### config.mk
export PLATFORM = sky130hd
export DESIGN_NAME = rf_writeback_arbiter_flat
export DESIGN_NICKNAME = d
export VERILOG_FILES = /design/src/rtl/rf_writeback_arbiter_if.sv /design/src/rtl/rf_writeback_arbiter.sv /design/src/flat_wrapper.sv
export SDC_FILE = /design/constraint.sdc
export NUM_CORES = 1
export LEC_CHECK = 0
export CAP_MARGIN = 20
export CORE_AREA = 2 2 112 87
export CTS_BUF_LIST = sky130_fd_sc_hd__clkbuf_8
export DETAILED_ROUTE_END_ITERATION = 8
export DIE_AREA = 0 0 114 89
export PLACE_DENSITY_LB_ADDON = 0.08
export SYNTH_ARGS = -nofsm -noshare
export SYNTH_HDL_FRONTEND = slang
export SYNTH_SLANG_ARGS = --single-unit
export TNS_END_PERCENT = 30
### constraint.sdc
create_clock -name clk -period 5.4 [get_ports clk]
set_input_delay 0.54 -clock clk [delete_from_list [all_inputs] [get_ports clk]]
set_output_delay 0.54 -clock clk [all_outputs]
set_load 0.1 [all_outputs]
### src/rtl/rf_writeback_arbiter_if.sv
// rf_writeback_arbiter_if: writeback request bus (valid/addr/data/one-hot ready) between result sources and the arbiter
interface rf_writeback_arbiter_if #(
  parameter int NUM_REQ = 3,
  parameter int XLEN    = 32
);
  logic [NUM_REQ-1:0]      req_valid;
  logic [NUM_REQ-1:0]      req_ready;
  logic [NUM_REQ*5-1:0]    req_addr;
  logic [NUM_REQ*XLEN-1:0] req_data;
  modport master (output req_valid, req_addr, req_data, input req_ready);
  modport slave  (input req_valid, req_addr, req_data, output req_ready);
endinterface

### src/rtl/rf_writeback_arbiter.sv
// rf_writeback_arbiter: round-robin share of the RF write port plus pending-write scoreboard; RF_WB_BYPASS_EN adds rs forwarding
module rf_writeback_arbiter #(
  parameter int NUM_REQ = 3,
  parameter int XLEN    = 32
) (
  input  logic                  clk,
  input  logic                  reset_n,
  rf_writeback_arbiter_if.slave req,
  input  logic                  issue_valid,
  input  logic [4:0]            issue_rd,
  input  logic [4:0]            rs1_addr,
  input  logic [4:0]            rs2_addr,
  output logic                  issue_stall,
  output logic                  rs_stall,
  output logic                  rf_we,
  output logic [4:0]            rf_waddr,
  output logic [XLEN-1:0]       rf_wdata
`ifdef RF_WB_BYPASS_EN
  ,
  output logic                  rs1_fwd_en,
  output logic                  rs2_fwd_en,
  output logic [XLEN-1:0]       rs1_fwd_data,
  output logic [XLEN-1:0]       rs2_fwd_data
`endif
);
  localparam int PW = NUM_REQ > 1 ? $clog2(NUM_REQ) : 1;
  logic [PW-1:0]   rr_ptr, win;
  logic            found;
  logic [4:0]      win_addr;
  logic [XLEN-1:0] win_data;
  logic [31:0]     pend;
  logic            set_en, hit1, hit2, fwd1, fwd2;
  always_comb begin
    found = 1'b0;
    win   = '0;
    for (int k = 0; k < NUM_REQ; k++) begin
      if (!found && req.req_valid[(int'(rr_ptr) + k) % NUM_REQ]) begin
        found = 1'b1;
        win   = PW'((int'(rr_ptr) + k) % NUM_REQ);
      end
    end
    req.req_ready = found ? NUM_REQ'(1) << win : '0;
  end
  assign win_addr = req.req_addr[int'(win)*5 +: 5];
  assign win_data = req.req_data[int'(win)*XLEN +: XLEN];
  assign issue_stall = pend[issue_rd];
  assign set_en = issue_valid && !issue_stall && issue_rd != 5'd0;
  assign hit1 = rs1_addr != 5'd0 && pend[rs1_addr];
  assign hit2 = rs2_addr != 5'd0 && pend[rs2_addr];
`ifdef RF_WB_BYPASS_EN
  assign fwd1 = rf_we && rs1_addr != 5'd0 && rf_waddr == rs1_addr;
  assign fwd2 = rf_we && rs2_addr != 5'd0 && rf_waddr == rs2_addr;
  assign rs1_fwd_en   = fwd1;
  assign rs2_fwd_en   = fwd2;
  assign rs1_fwd_data = fwd1 ? rf_wdata : '0;
  assign rs2_fwd_data = fwd2 ? rf_wdata : '0;
`else
  assign fwd1 = 1'b0;
  assign fwd2 = 1'b0;
`endif
  assign rs_stall = (hit1 && !fwd1) || (hit2 && !fwd2);
  always_ff @(posedge clk) begin
    if (!reset_n) begin
      rf_we    <= 1'b0;
      rf_waddr <= '0;
      rf_wdata <= '0;
      rr_ptr   <= '0;
      pend     <= '0;
    end else begin
      rf_we <= found && win_addr != 5'd0;
      if (found) begin
        rf_waddr <= win_addr;
        rf_wdata <= win_data;
        rr_ptr   <= int'(win) == NUM_REQ - 1 ? '0 : win + PW'(1);
      end
      pend <= (pend & ~(rf_we ? 32'd1 << rf_waddr : 32'd0) | (set_en ? 32'd1 << issue_rd : 32'd0)) & ~32'd1;
    end
  end
endmodule

### src/flat_wrapper.sv
// flat-port wrapper written by rule: the top's interface ports become plain ports
module rf_writeback_arbiter_flat 
#(
  parameter int NUM_REQ = 3,
  parameter int XLEN    = 32
)
  (clk, reset_n, issue_valid, issue_rd, rs1_addr, rs2_addr, issue_stall, rs_stall, rf_we, rf_waddr, rf_wdata, req_req_valid, req_req_addr, req_req_data, req_req_ready);
  rf_writeback_arbiter_if #(.NUM_REQ(NUM_REQ), .XLEN(XLEN)) req_i ();
  input  logic clk;
  input  logic reset_n;
  input  logic issue_valid;
  input  logic [4:0] issue_rd;
  input  logic [4:0] rs1_addr;
  input  logic [4:0] rs2_addr;
  output logic issue_stall;
  output logic rs_stall;
  output logic rf_we;
  output logic [4:0] rf_waddr;
  output logic [XLEN-1:0] rf_wdata;
  input wire logic [$bits(req_i.req_valid)-1:0] req_req_valid;
  input wire logic [$bits(req_i.req_addr)-1:0] req_req_addr;
  input wire logic [$bits(req_i.req_data)-1:0] req_req_data;
  output wire logic [$bits(req_i.req_ready)-1:0] req_req_ready;
  assign req_i.req_valid = req_req_valid;
  assign req_i.req_addr = req_req_addr;
  assign req_i.req_data = req_req_data;
  assign req_req_ready = req_i.req_ready;
  rf_writeback_arbiter #(.NUM_REQ(NUM_REQ), .XLEN(XLEN)) u_core (.clk(clk), .reset_n(reset_n), .req(req_i), .issue_valid(issue_valid), .issue_rd(issue_rd), .rs1_addr(rs1_addr), .rs2_addr(rs2_addr), .issue_stall(issue_stall), .rs_stall(rs_stall), .rf_we(rf_we), .rf_waddr(rf_waddr), .rf_wdata(rf_wdata));
endmodule
# Word-level counts from Yosys, hierarchy flattened
# Cells that the tools add are included.
# totals
in_bits	132
word_cells	68
regBits	72
# op_classes
order_cmp	6
n_div	3
reduce_logical	15
bitwise	3
n_eq_ne	1
n_mul	1
muxes	25
n_addsub	3
shifts	5
# ops
operator	n
$lt 32x4->1 const B	3
$shiftx 96x8->32	1
$mod 32x3->32 const B	2
$mux 32	2
$shl 1x5->32 const A	2
$and 32x32->32	1
$mod 3x3->32 const B	1
$not 32->32	1
$or 32x32->32	1
$shiftx 15x32->5	1
$reduce_bool 5->1	4
$lt 5x6->1 const B	3
$bmux 1 s5	3
$mux 1	12
$mux 2	4
$logic_and 1x1->1	7
$bmux 1 s2	3
$mul 2x3->5 const B	1
$add 2x1->3 const B	1
$add 2x2->3 const B	1
$logic_not 1->1	3
$mux 3	1
$shl 1x2->3 const A	1
$add 2x1->2 const B	1
other kinds (2)	2

# Depth between registers and ports, before layout
# logic_depth
word_depth	15
ltp_mapped	11
depth_no_buf	9

# Least setup slack after synthesis
# OpenSTA, ideal clock, no wires.
# synth_path
path_type	register to output
startpoint	register u_core.rr_ptr[0]
endpoint	output req_req_ready[1]
required_time_ns	4.860
arrival_ns	2.903
stages_incl_launch_ff	9
path_slack_ns	1.957
path_buffers	1
path_cell_list	dfxtp_1 > inv_1 > ha_1 > buf_6 > mux2_4 > mux2_2 > inv_1 > nor4_1 > a21oi_1
# synth_via
elab_chain_cells	13
word_cells_on_any_way	26
cone_classes	add/sub (2); div (3); shift (1); mux (16); reduce/logical (4)
# synth_lines
element	line_no	source
from (decl)	rf_writeback_arbiter.sv:27	logic [PW-1:0] rr_ptr, win;
from (signal assigned)	rf_writeback_arbiter.sv:74	rr_ptr <= int'(win) == NUM_REQ - 1 ? '0 : win + PW'(1);
parallel branches: the longest is 12 deep, another holds $mod 32x3->32	n/a	
$mux 3 *	rf_writeback_arbiter.sv:42	req.req_ready = found ? NUM_REQ'(1) << win : '0;
to (decl)	flat_wrapper.sv:23	output wire logic [$bits(req_i.req_ready)-1:0] req_req_ready;
# Every way passes the cells marked *. The select of a mux whose other input is x is not followed.

# Final worst setup path
# layout_path
startpoint	input issue_rd[1]
endpoint	output issue_stall
# layout_via
elab_chain_cells	2
# layout_lines
element	line_no	source
from (decl)	flat_wrapper.sv:12	input logic [4:0] issue_rd;
$bmux 1 s5	rf_writeback_arbiter.sv:46	assign issue_stall = pend[issue_rd];
$mux 1 (not written as such)	rf_writeback_arbiter.sv:46	
to (decl)	flat_wrapper.sv:15	output logic issue_stall;
# Every way passes these cells. The select of a mux whose other input is x is not followed.

==> metrics.cfg <==
[route]
routed_wirelength_um=15420
drtIter0Drc=402
vias=4524
drc=0
drt_first_pass_iters=5
wire_per_inst_um=21.74
via_per_inst=6.381
ant_nets=0

[finish]
fin_util_pct=69.57
synthToLayoutAreaGrowth_pct=43.18
nets=728
final_layout_size_suffix_gt1_share_pct=10.22
n_antenna_cell=0

[cts]
cts.sinks=71
cts_resized=0
clk_pin_slew_ns=0.07
cts_hold_buf=0
cts_buffers=9
cts_tree=built
clk_latency_ns=0.36
cts_setup_buffers=0
cts_max_path_buffers=2
root_buffer=clkbuf_8
cts_max_level=3

[die]
fp-row-count=30
ios=175
die_h_um=89
die_area_um2=10150
floorplan.initialDensity_pct=48.59
die_x_um=114
coreArea_um2=8934

[critical_path]
required_ns=4.86
r2r_start=u_core.rr_ptr[0]
critPathLaunchType=input port
end_kind=output port
critPathKind=in -> out
cp.buffers_inverters=2
reg2reg_slack_ns=2.56
cp.depth=6
crit_path_max_incr_delay_ns=1.17
reg2regPathDepth=8
path_cells=clkdlybuf4s50_1 > mux2i_1 > mux4_1 > nand2_1 > and4_4 > clkdlybuf4s50_1
rr_endpoint=u_core.rf_wdata[23]
arrival_ns=3.57
cpMaxStageDelayCell=clkdlybuf4s50_1
crit_top_cell=clkdlybuf4s50_1
crit_fanout=13
startpoint=issue_rd[1]
cpLargestDelayFamily=buffers and inverters
endpoint=issue_stall

[yosys]
yosys_most_used_dff=dfxtp_1
synth_top_cell_area_share_pct=32.75
synth_seq_cells=71
syn_area_per_cell_um2=9.776
synthCells=444
synth.distinct_cells=48
synth_edf_count=0
synthArstFlopShare_pct=0
syn-num-nets=580
yosysSeqAreaShare_pct=32.75
yosysWarnings=0
yosysTopAreaCell=dfxtp_1
netlist_top_cells_area=dfxtp_1, mux4_2, mux2i_1, o221ai_1, a21oi_1
synthesis.area_um2=4340

[timing]
drv_slew=0
finalSetupViolCount=0
fin_crit_sh_pct=76.07
tns_ns=0
finClkSkew_ns=0.01333
worstMarginPinSlew_ns=1.026
slew_headroom_pct=31.36
rsz0062_at_grt=false
timing.fmax_ghz=0.2434
layout_min_cycle_time_ns=4.108
hold_viol=0

[placement]
gp_congestion=1.070
dpl.hpwl_um=11610
port_buffers=174

[min_path]
holdCritStartpoint=u_core.rr_ptr[0]
min_path_cells=2
min_path_type=reg -> reg

[global_route]
grt_max_degree=75
grt_pass1_vias=4515
grt_first_pass_wirelength_um=23850
grt.overflow.total=0
track_usage_pct=30.87
antenna_found_initial=0

[power_and_ir_drop]
vdd_drop_max_mv=0.4557
p_leak_nw=2.276
p_per_area_nw_per_um2=629.4

[run_status]
status=complete, no violations

[flow_run]
maxCapViolCount=0

## where the power goes
group	internal, mW	switching (mW)
clock network	0.187	0.202
logic	0.727	1.98
registers	0.686	0.130
## cells in the final DEF, fill, tap and decap left out, drive strengths merged, types with 4 or more instances in the layout
master,instances
clkdlybuf4s50,173
dfxtp,71
mux2i,46
a21oi,44
o221ai,38
o21ai,29
nand2,24
mux4,24
nand3,19
o211ai,18
nor2,13
clkbuf,11
o31ai,9
inv,8
nand2b,8
nor3,6
nor2b,5
o311ai,5
buf,5
ha,4
mux2,4
or2,4
## worst min path at each step
stage                            end  slack, ns
finish              u_core.rr_ptr[0]       0.53
global route         u_core.pend[13]       0.56
CTS                  u_core.pend[15]       0.53
detailed placement   u_core.pend[15]       0.52
global placement    u_core.rr_ptr[0]       0.51
floorplan             u_core.pend[4]       0.46
## final cells by class
cell class / count / area [um2]
tap: 112 / 140.1
inverter: 6 / 22.52
timing repair buffer: 178 / 1767
clock buffer: 11 / 151.4
multi-input combinational: 326 / 2688
clock inverter: 5 / 25.02
fill: 714 / 2719
sequential: 71 / 1421
## cells by family (layout without fill, tap and decap cells)
kind of cell    count (synthesis)  count (layout)  synth area share [%]
compound gates                150             150                 24.07
fa+ha+maj                       4               4                 1.153
buf+inv                        47             200                 5.506
flops                          71              71                 32.75
mux                            74              74                 24.44
simple gates                   98              98                 12.08
## through the flow
stage	cell area (um2)	hold WS, ns	power (mW)	cells	setup WS, ns
6_report	6215	0.5304	3.911	709	1.292
5_1_grt	6215	0.5590	4.076	709	1.142
4_1_cts	6215	0.5339	3.912	709	1.282
3_5_place_dp	6038	0.5243	3.520	693	1.280
3_3_place_gp	6038	0.5136	3.480	693	1.340
2_1_floorplan	4340	0.4611	2.887	444	1.957
## synth_stat cells (6+ instances only)
cell	number
buf_2	8
inv_1	6
nor3_1	6
mux2i_1	46
nor2_1	13
dfxtp_1	71
o21ai_2	7
nand2_1	24
a21oi_1	44
o21ai_1	15
o31ai_1	9
o21ai_0	7
nand2b_1	8
o211ai_1	18
clkbuf_1	24
nand3_1	19
o221ai_1	38
mux4_2	21
## layer usage
layer | up-vias | wire [um] | track usage [%]
met4 | 0 | 387 | 10.64
li1 | 2056 | - | -
met3 | 42 | 1432 | 10.78
met1 | 2179 | 6147 | 37.54
met5 | - | 0 | 0
met2 | 247 | 7448 | 51.79
## state kept, by name, summed over array words and instances (netlist names)
signal	flops
u_core.pend	31
u_core.rf_waddr	5
u_core.rf_wdata	32
u_core.rf_we	1
u_core.rr_ptr	2
## worst register-to-register path, delay by kind of cell, from the launching register on
kind | cells | cell delay (ns)
simple gates | 1 | 0.29
flops | 1 | 0.39
compound gates | 3 | 0.61
fa+ha+maj | 1 | 0.41
mux | 1 | 0.36
buf+inv | 2 | 0.65
(Power assumes the default switching activity.)
==> variant 1 (config.mk and constraints unchanged) <==
`NUM_REQ` is set to 3 in 3 places; all go to 2.
--- a/src/rtl/rf_writeback_arbiter_if.sv
+++ b/src/rtl/rf_writeback_arbiter_if.sv
@@ -1,6 +1,6 @@
 // rf_writeback_arbiter_if: writeback request bus (valid/addr/data/one-hot ready) between result sources and the arbiter
 interface rf_writeback_arbiter_if #(
-  parameter int NUM_REQ = 3,
+  parameter int NUM_REQ = 2,
   parameter int XLEN    = 32
 );
   logic [NUM_REQ-1:0]      req_valid;
--- a/src/rtl/rf_writeback_arbiter.sv
+++ b/src/rtl/rf_writeback_arbiter.sv
@@ -1,6 +1,6 @@
 // rf_writeback_arbiter: round-robin share of the RF write port plus pending-write scoreboard; RF_WB_BYPASS_EN adds rs forwarding
 module rf_writeback_arbiter #(
-  parameter int NUM_REQ = 3,
+  parameter int NUM_REQ = 2,
   parameter int XLEN    = 32
 ) (
   input  logic                  clk,
--- a/src/flat_wrapper.sv
+++ b/src/flat_wrapper.sv
@@ -1,7 +1,7 @@
 // flat-port wrapper written by rule: the top's interface ports become plain ports
 module rf_writeback_arbiter_flat 
 #(
-  parameter int NUM_REQ = 3,
+  parameter int NUM_REQ = 2,
   parameter int XLEN    = 32
 )
   (clk, reset_n, issue_valid, issue_rd, rs1_addr, rs2_addr, issue_stall, rs_stall, rf_we, rf_waddr, rf_wdata, req_req_valid, req_req_addr, req_req_data, req_req_ready);
Ports: changed (resized req_req_addr, req_req_data, req_req_ready and req_req_valid); port bits go from 175 to 136. No check against the original RTL was run, so the function may have changed too.
==> variant 1 against the unedited design <==
Wire length is 23% lower; count of clock-buffer cells in the layout is 1 higher; cell area is 12% lower; utilization is 8.2 points lower; worst setup slack worse by 0.41 ns; area after synthesis is 7.4% lower; first-iteration DRC count is 23% lower; sequential cell count is 1 lower; critical endpoint unchanged.
Power is not compared: it rests on default switching activity, and its combinational part moved more than twofold at a synthesized area within 25%.
==> variant 1: results (changes against the unedited design) <==
qor: placement.placed_standard_cell_area 5300 um^2 [-12%]
qor: grt.maximum_number_of_pins_on_one_net_before_global_route_repair 76 [+1.3%]
qor: routing.detailroute.wirelength.met3 864 um [-40%]
qor: grt.global_route_usage_over_all_layers 23.9% [-7.0 points]
qor: run_status.status finished clean
qor: placement.dpl.hpwl 8.77 mm [-24%]
qor: finish.layout.filler_cells 808 [+13%]
qor: finish.antenna_cells_inserted 0 [unchanged]
qor: clock_network.clkSlewWorstSetupHoldPaths 0.07 ns [about the same]
qor: routing.drt-met1-wl 5.41 mm [-12%]
qor: routing.drtIter0Drc 310 [-23%]
qor: critical_path.critPathMaxFanout 17 [+4]
qor: timing.final_skew 0.00740 ns [-0.00593 ns]
qor: grt.first_pass_grt_wire_length 18.8 mm [-21%]
qor: finish.final_layout_size_suffix_gt1_share 8.26% [-2.0 points]
qor: timing.worstMarginPinSlew 1.02 ns [-0.00230 ns]
qor: synthesis.seq_area_frac_synth 34.8% [+2.1 points]
qor: synthesis.yosys.cell_types.count 48 [unchanged]
qor: finish.layout.nets 648 [-11%]
qor: pwr.power.leakage 2.30 nW
qor: synthesis.postSynthNetCount 539 [-7.1%]
qor: placement.port_buffers 135 [-22%]
qor: placement.post_place_setup_slack 0.874 ns [-0.406 ns]
qor: routing.routed_wl 11.9 mm [-23%]
qor: routing.dr_wl_met2 5.39 mm [-28%]
qor: grt.first_global_vias 3700 [-18%]
qor: routing.detail_routed_via_count_per_cell 5.93 [-7.1%]
qor: critical_path.crit_arrival 3.98 ns [+0.41 ns]
qor: pwr.worst_ir_drop_vdd 0.000152 V
qor: synthesis.top_cells_by_area_synth dfxtp_1 (35%), o211a_1 (9.2%), nand2_1 (8.1%), mux4_2 (7.3%), o211ai_1 (6.2%)
qor: placement.globalplace.congestion 0.889 [-17%]
qor: synthesis.synth_cell_count_leaders nand2_1 (87), dfxtp_1 (70), nand3_1 (47)
qor: routing.1st_pass_router_iterations 6 [+1]
## variant 1: cell count changes after synthesis, moves of 28 or more
cell,delta
mux2i_1,-38
o211a_1,+37
o221ai_1,-38
a21oi_1,-42
nand3_1,+28
nand2_1,+63
## variant 1: worst paths after layout
kind | start | end | slack, ns | cells past startpoint
max | issue_rd[0] | issue_stall | 0.88 | 7
min reg2reg | u_core.rr_ptr$_SDFFE_PN0N_ | u_core.rr_ptr$_SDFFE_PN0N_ | 0.49 | 2
max reg2reg | u_core.pend[25]$_SDFF_PN0_ | u_core.pend[29]$_SDFF_PN0_ | 3.56 | 5
min | u_core.rr_ptr$_SDFFE_PN0N_ | u_core.rr_ptr$_SDFFE_PN0N_ | 0.49 | 2
## variant 1: cell type report
cell class	count	share of cell area (%)
clock inverter	2	0.160
clock buffer	12	3.02
sequential	70	25.6
inverter	2	0.137
timing repair buffer	139	25.1
tap	112	2.56
multi-input combinational	332	43.5
## variant 1: metal layers
| metal | GRT usage [%] | vias to the layer above |
|---|---|---|
| met1 | 31.6 | 1888 |
| met3 | 6.44 | 22 |
| met5 | 0 | - |
| met2 | 38.6 | 162 |
| li1 | - | 1894 |
| met4 | 7.65 | 0 |
## variant 1: worst max-delay path: stages
cell,delay (ns)
clkdlybuf4s50_1,0.85
mux4_1,0.62
mux2_4,0.29
nand2_2,0.09
o31ai_4,0.20
a221o_1,0.41
clkdlybuf4s50_1,0.97
## variant 1: power groups by stage
stage / clock network (mW) / logic, mW / registers [mW]
6_report: 0.380 / 0.459 / 0.563
3_5_place_dp: 0 / 0.458 / 0.574
2_1_floorplan: 0 / 0.147 / 0.739
4_1_cts: 0.392 / 0.460 / 0.563
3_3_place_gp: 0 / 0.455 / 0.573
5_1_grt: 0.408 / 0.482 / 0.567
## variant 1: logic make-up (layout without fill, tap and decap cells)
| kind of cell | count (synthesis) | in the layout | share of synthesized area [%] |
|---|---|---|---|
| AND/OR/NAND/NOR | 187 | 187 | 22.5 |
| flip-flops | 70 | 70 | 34.8 |
| multiplexers | 30 | 30 | 13.8 |
| buffers and inverters | 43 | 155 | 5.94 |
| AO/OA/AOI/OAI | 115 | 115 | 23.0 |
## variant 1: per-stage QoR
step / instances / utilization [%] / power (mW)
floorplan: 445 / - / 0.886
global placement: 655 / 59.4 / 1.03
detailed placement: 655 / 59.4 / 1.03
CTS: 669 / 61.3 / 1.41
global route: 669 / 61.3 / 1.46
finish: 669 / 61.3 / 1.40
==> variant 2 (config.mk and constraints unchanged) <==
Without the edit above. Make the reset (`reset_n`) asynchronous in one clocked block.
--- a/src/rtl/rf_writeback_arbiter.sv
+++ b/src/rtl/rf_writeback_arbiter.sv
@@ -59,7 +59,7 @@
   assign fwd2 = 1'b0;
 `endif
   assign rs_stall = (hit1 && !fwd1) || (hit2 && !fwd2);
-  always_ff @(posedge clk) begin
+  always_ff @(posedge clk or negedge reset_n) begin
     if (!reset_n) begin
       rf_we    <= 1'b0;
       rf_waddr <= '0;
Function: differs if reset_n is asserted again (counterexample within 4 cycles, from zero or initial values and one cycle with reset_n low); with reset_n held inactive, the same outputs for 4 cycles.
==> variant 2 against the unedited design <==
Non-clock buffer count increased by 1; utilization grew 4.9 points; wire length is essentially flat; area after synthesis is 8.4% higher; sequential cell count did not move; via count rose by 6.3%; first-iteration DRC count down 19%; cell area increased by 7.0%; worst setup slack lost 0.084 ns.
Power is left out: the tool's default activity adds up to more than one toggle a clock period on the data nets, which glitch-free logic cannot reach.
==> variant 2: results (changes against the unedited design) <==
qor: synthesis.top_cells_by_area_synth dfrtp_1 (38%), mux4_2 (11%), nand2_1 (7.7%), o21ai_0 (7.4%), mux2i_1 (3.6%)
qor: grt.global_route_usage_over_all_layers 31.9% [+1.0 points]
qor: critical_path.crit-reg2reg-launch u_core.rr_ptr[1]$_DFFE_PN0P_
qor: min_path.min-delay-path-class primary input to asynchronous set/reset pin
qor: routing.wire_per_inst 19.8 um [-9.1%]
qor: placement.dpl.hpwl 11.6 mm [+0.32%]
qor: clock_network.cts_inserted_buffers 9 [unchanged]
qor: run_status.status finished clean
qor: synthesis.postSynthNetCount 646 [+11%]
qor: routing.drtIter0Drc 325 [-19%]
qor: synthesis.syn-instance-count 510 [+15%]
qor: critical_path.critical-path-max-stage-delay 0.97 ns [-0.20 ns]
qor: synthesis.seq_area_frac_synth 37.7% [+5.0 points]
qor: critical_path.critical_path.top_delay_family buffers and inverters
qor: placement.post_place_setup_slack 1.19 ns [-0.0882 ns]
qor: routing.routed_wl 15.4 mm [about the same]
qor: critical_path.crit_arrival 3.65 ns [+0.08 ns]
qor: finish.layout.nets 799 [+9.8%]
qor: routing.1st_pass_router_iterations 5 [unchanged]
qor: critical_path.critPathMaxFanout 13 [unchanged]
qor: placement.placed_cells_incl_taps 764 [+10%]
qor: grt.maximum_number_of_pins_on_one_net_before_global_route_repair 57 [-24%]
qor: grt.first_pass_grt_wire_length 24.6 mm [+3.2%]
qor: synthesis.yosys.cell_types.count 50 [+4.2%]
qor: timing.timing.slew.headroom 31.6% [+0.22 points]
qor: routing.detail_routed_via_count_per_cell 6.17 [-3.3%]
qor: clock_network.clkSlewWorstSetupHoldPaths 0.08 ns
qor: grt.initial_antenna_violation_count 0 [unchanged]
qor: grt.first_global_vias 4709 [+4.3%]
qor: placement.globalplace.congestion 0.987 [-7.7%]
qor: timing.final_skew 0.00855 ns [-0.00478 ns]
qor: synthesis.async_flop_share 100% [+100 points]
qor: critical_path.timing.critical_path.from issue_rd[0]
qor: finish.reg_top3 u_core.rf_wdata: 32 flops, u_core.pend: 31 flops, u_core.rf_waddr: 5 flops
qor: synthesis.yosysTopAreaCellShare 37.7% [+5.0 points]
qor: finish.final_layout_size_suffix_gt1_share 12.1% [+1.9 points]
qor: synthesis.synth_cell_count_leaders nand2_1 (96), dfrtp_1 (71), o21ai_0 (70)
[variant 2: cell count changes in the layout (fill, tap and decap cells not counted), sizes merged, moves of 8 or more]
cell,unedited run,this run
nand3,19,7
a31o,1,25
a21oi,44,32
o31ai,9,1
a32oi,0,8
mux2i,46,17
a22oi,1,9
o21ai,29,101
nand2,24,96
o211ai,18,4
dfrtp,0,71
o221ai,38,0
dfxtp,71,0
[variant 2: through the flow]
stage,cell area [um^2],util (%)
finish,6650,74.5
global route,6650,74.5
CTS,6650,74.5
detailed placement,6440,72.1
global placement,6440,72.1
floorplan,4710,-
[variant 2: kinds of logic after synthesis]
family | Yosys count | share of synthesized area (%)
mux | 47 | 16.4
buf+inv | 42 | 4.31
fa+ha+maj | 4 | 1.06
simple gates | 149 | 14.8
compound gates | 197 | 25.7
flops | 71 | 37.7
[variant 2: worst paths after layout]
check                      slack [ns]  cells after the start                         endpoint
max                              1.21                      6                      issue_stall
min                              0.09                      1  u_core.rf_wdata[16]$_DFFE_PN0P_
max in group asynchronous        4.28                      2   u_core.rf_wdata[2]$_DFFE_PN0P_
min reg2reg                      0.49                      2   u_core.rf_wdata[9]$_DFFE_PN0P_
max reg2reg                      2.04                      9           u_core.rf_we$_DFF_PN0_
min in group clk                 0.49                      2   u_core.rf_wdata[9]$_DFFE_PN0P_
[variant 2: final cells by class]
class                           count  area [um^2]
Inverter                            5         18.8
Clock buffer                        9          124
Sequential cell                    71         1780
Fill cell                         683         2280
Timing Repair Buffer              179         1760
Multi-Input combinational cell    397         2740
Clock inverter                      7         90.1
Tap cell                          112          140
[variant 2: metal layers]
metal	vias up	global-route usage, %	share of wire (%)
met1	2288	41.4	42
met5	-	0	0
met4	0	10.2	2.2
li1	2216	-	-
met3	29	12.3	12
met2	278	50.1	45
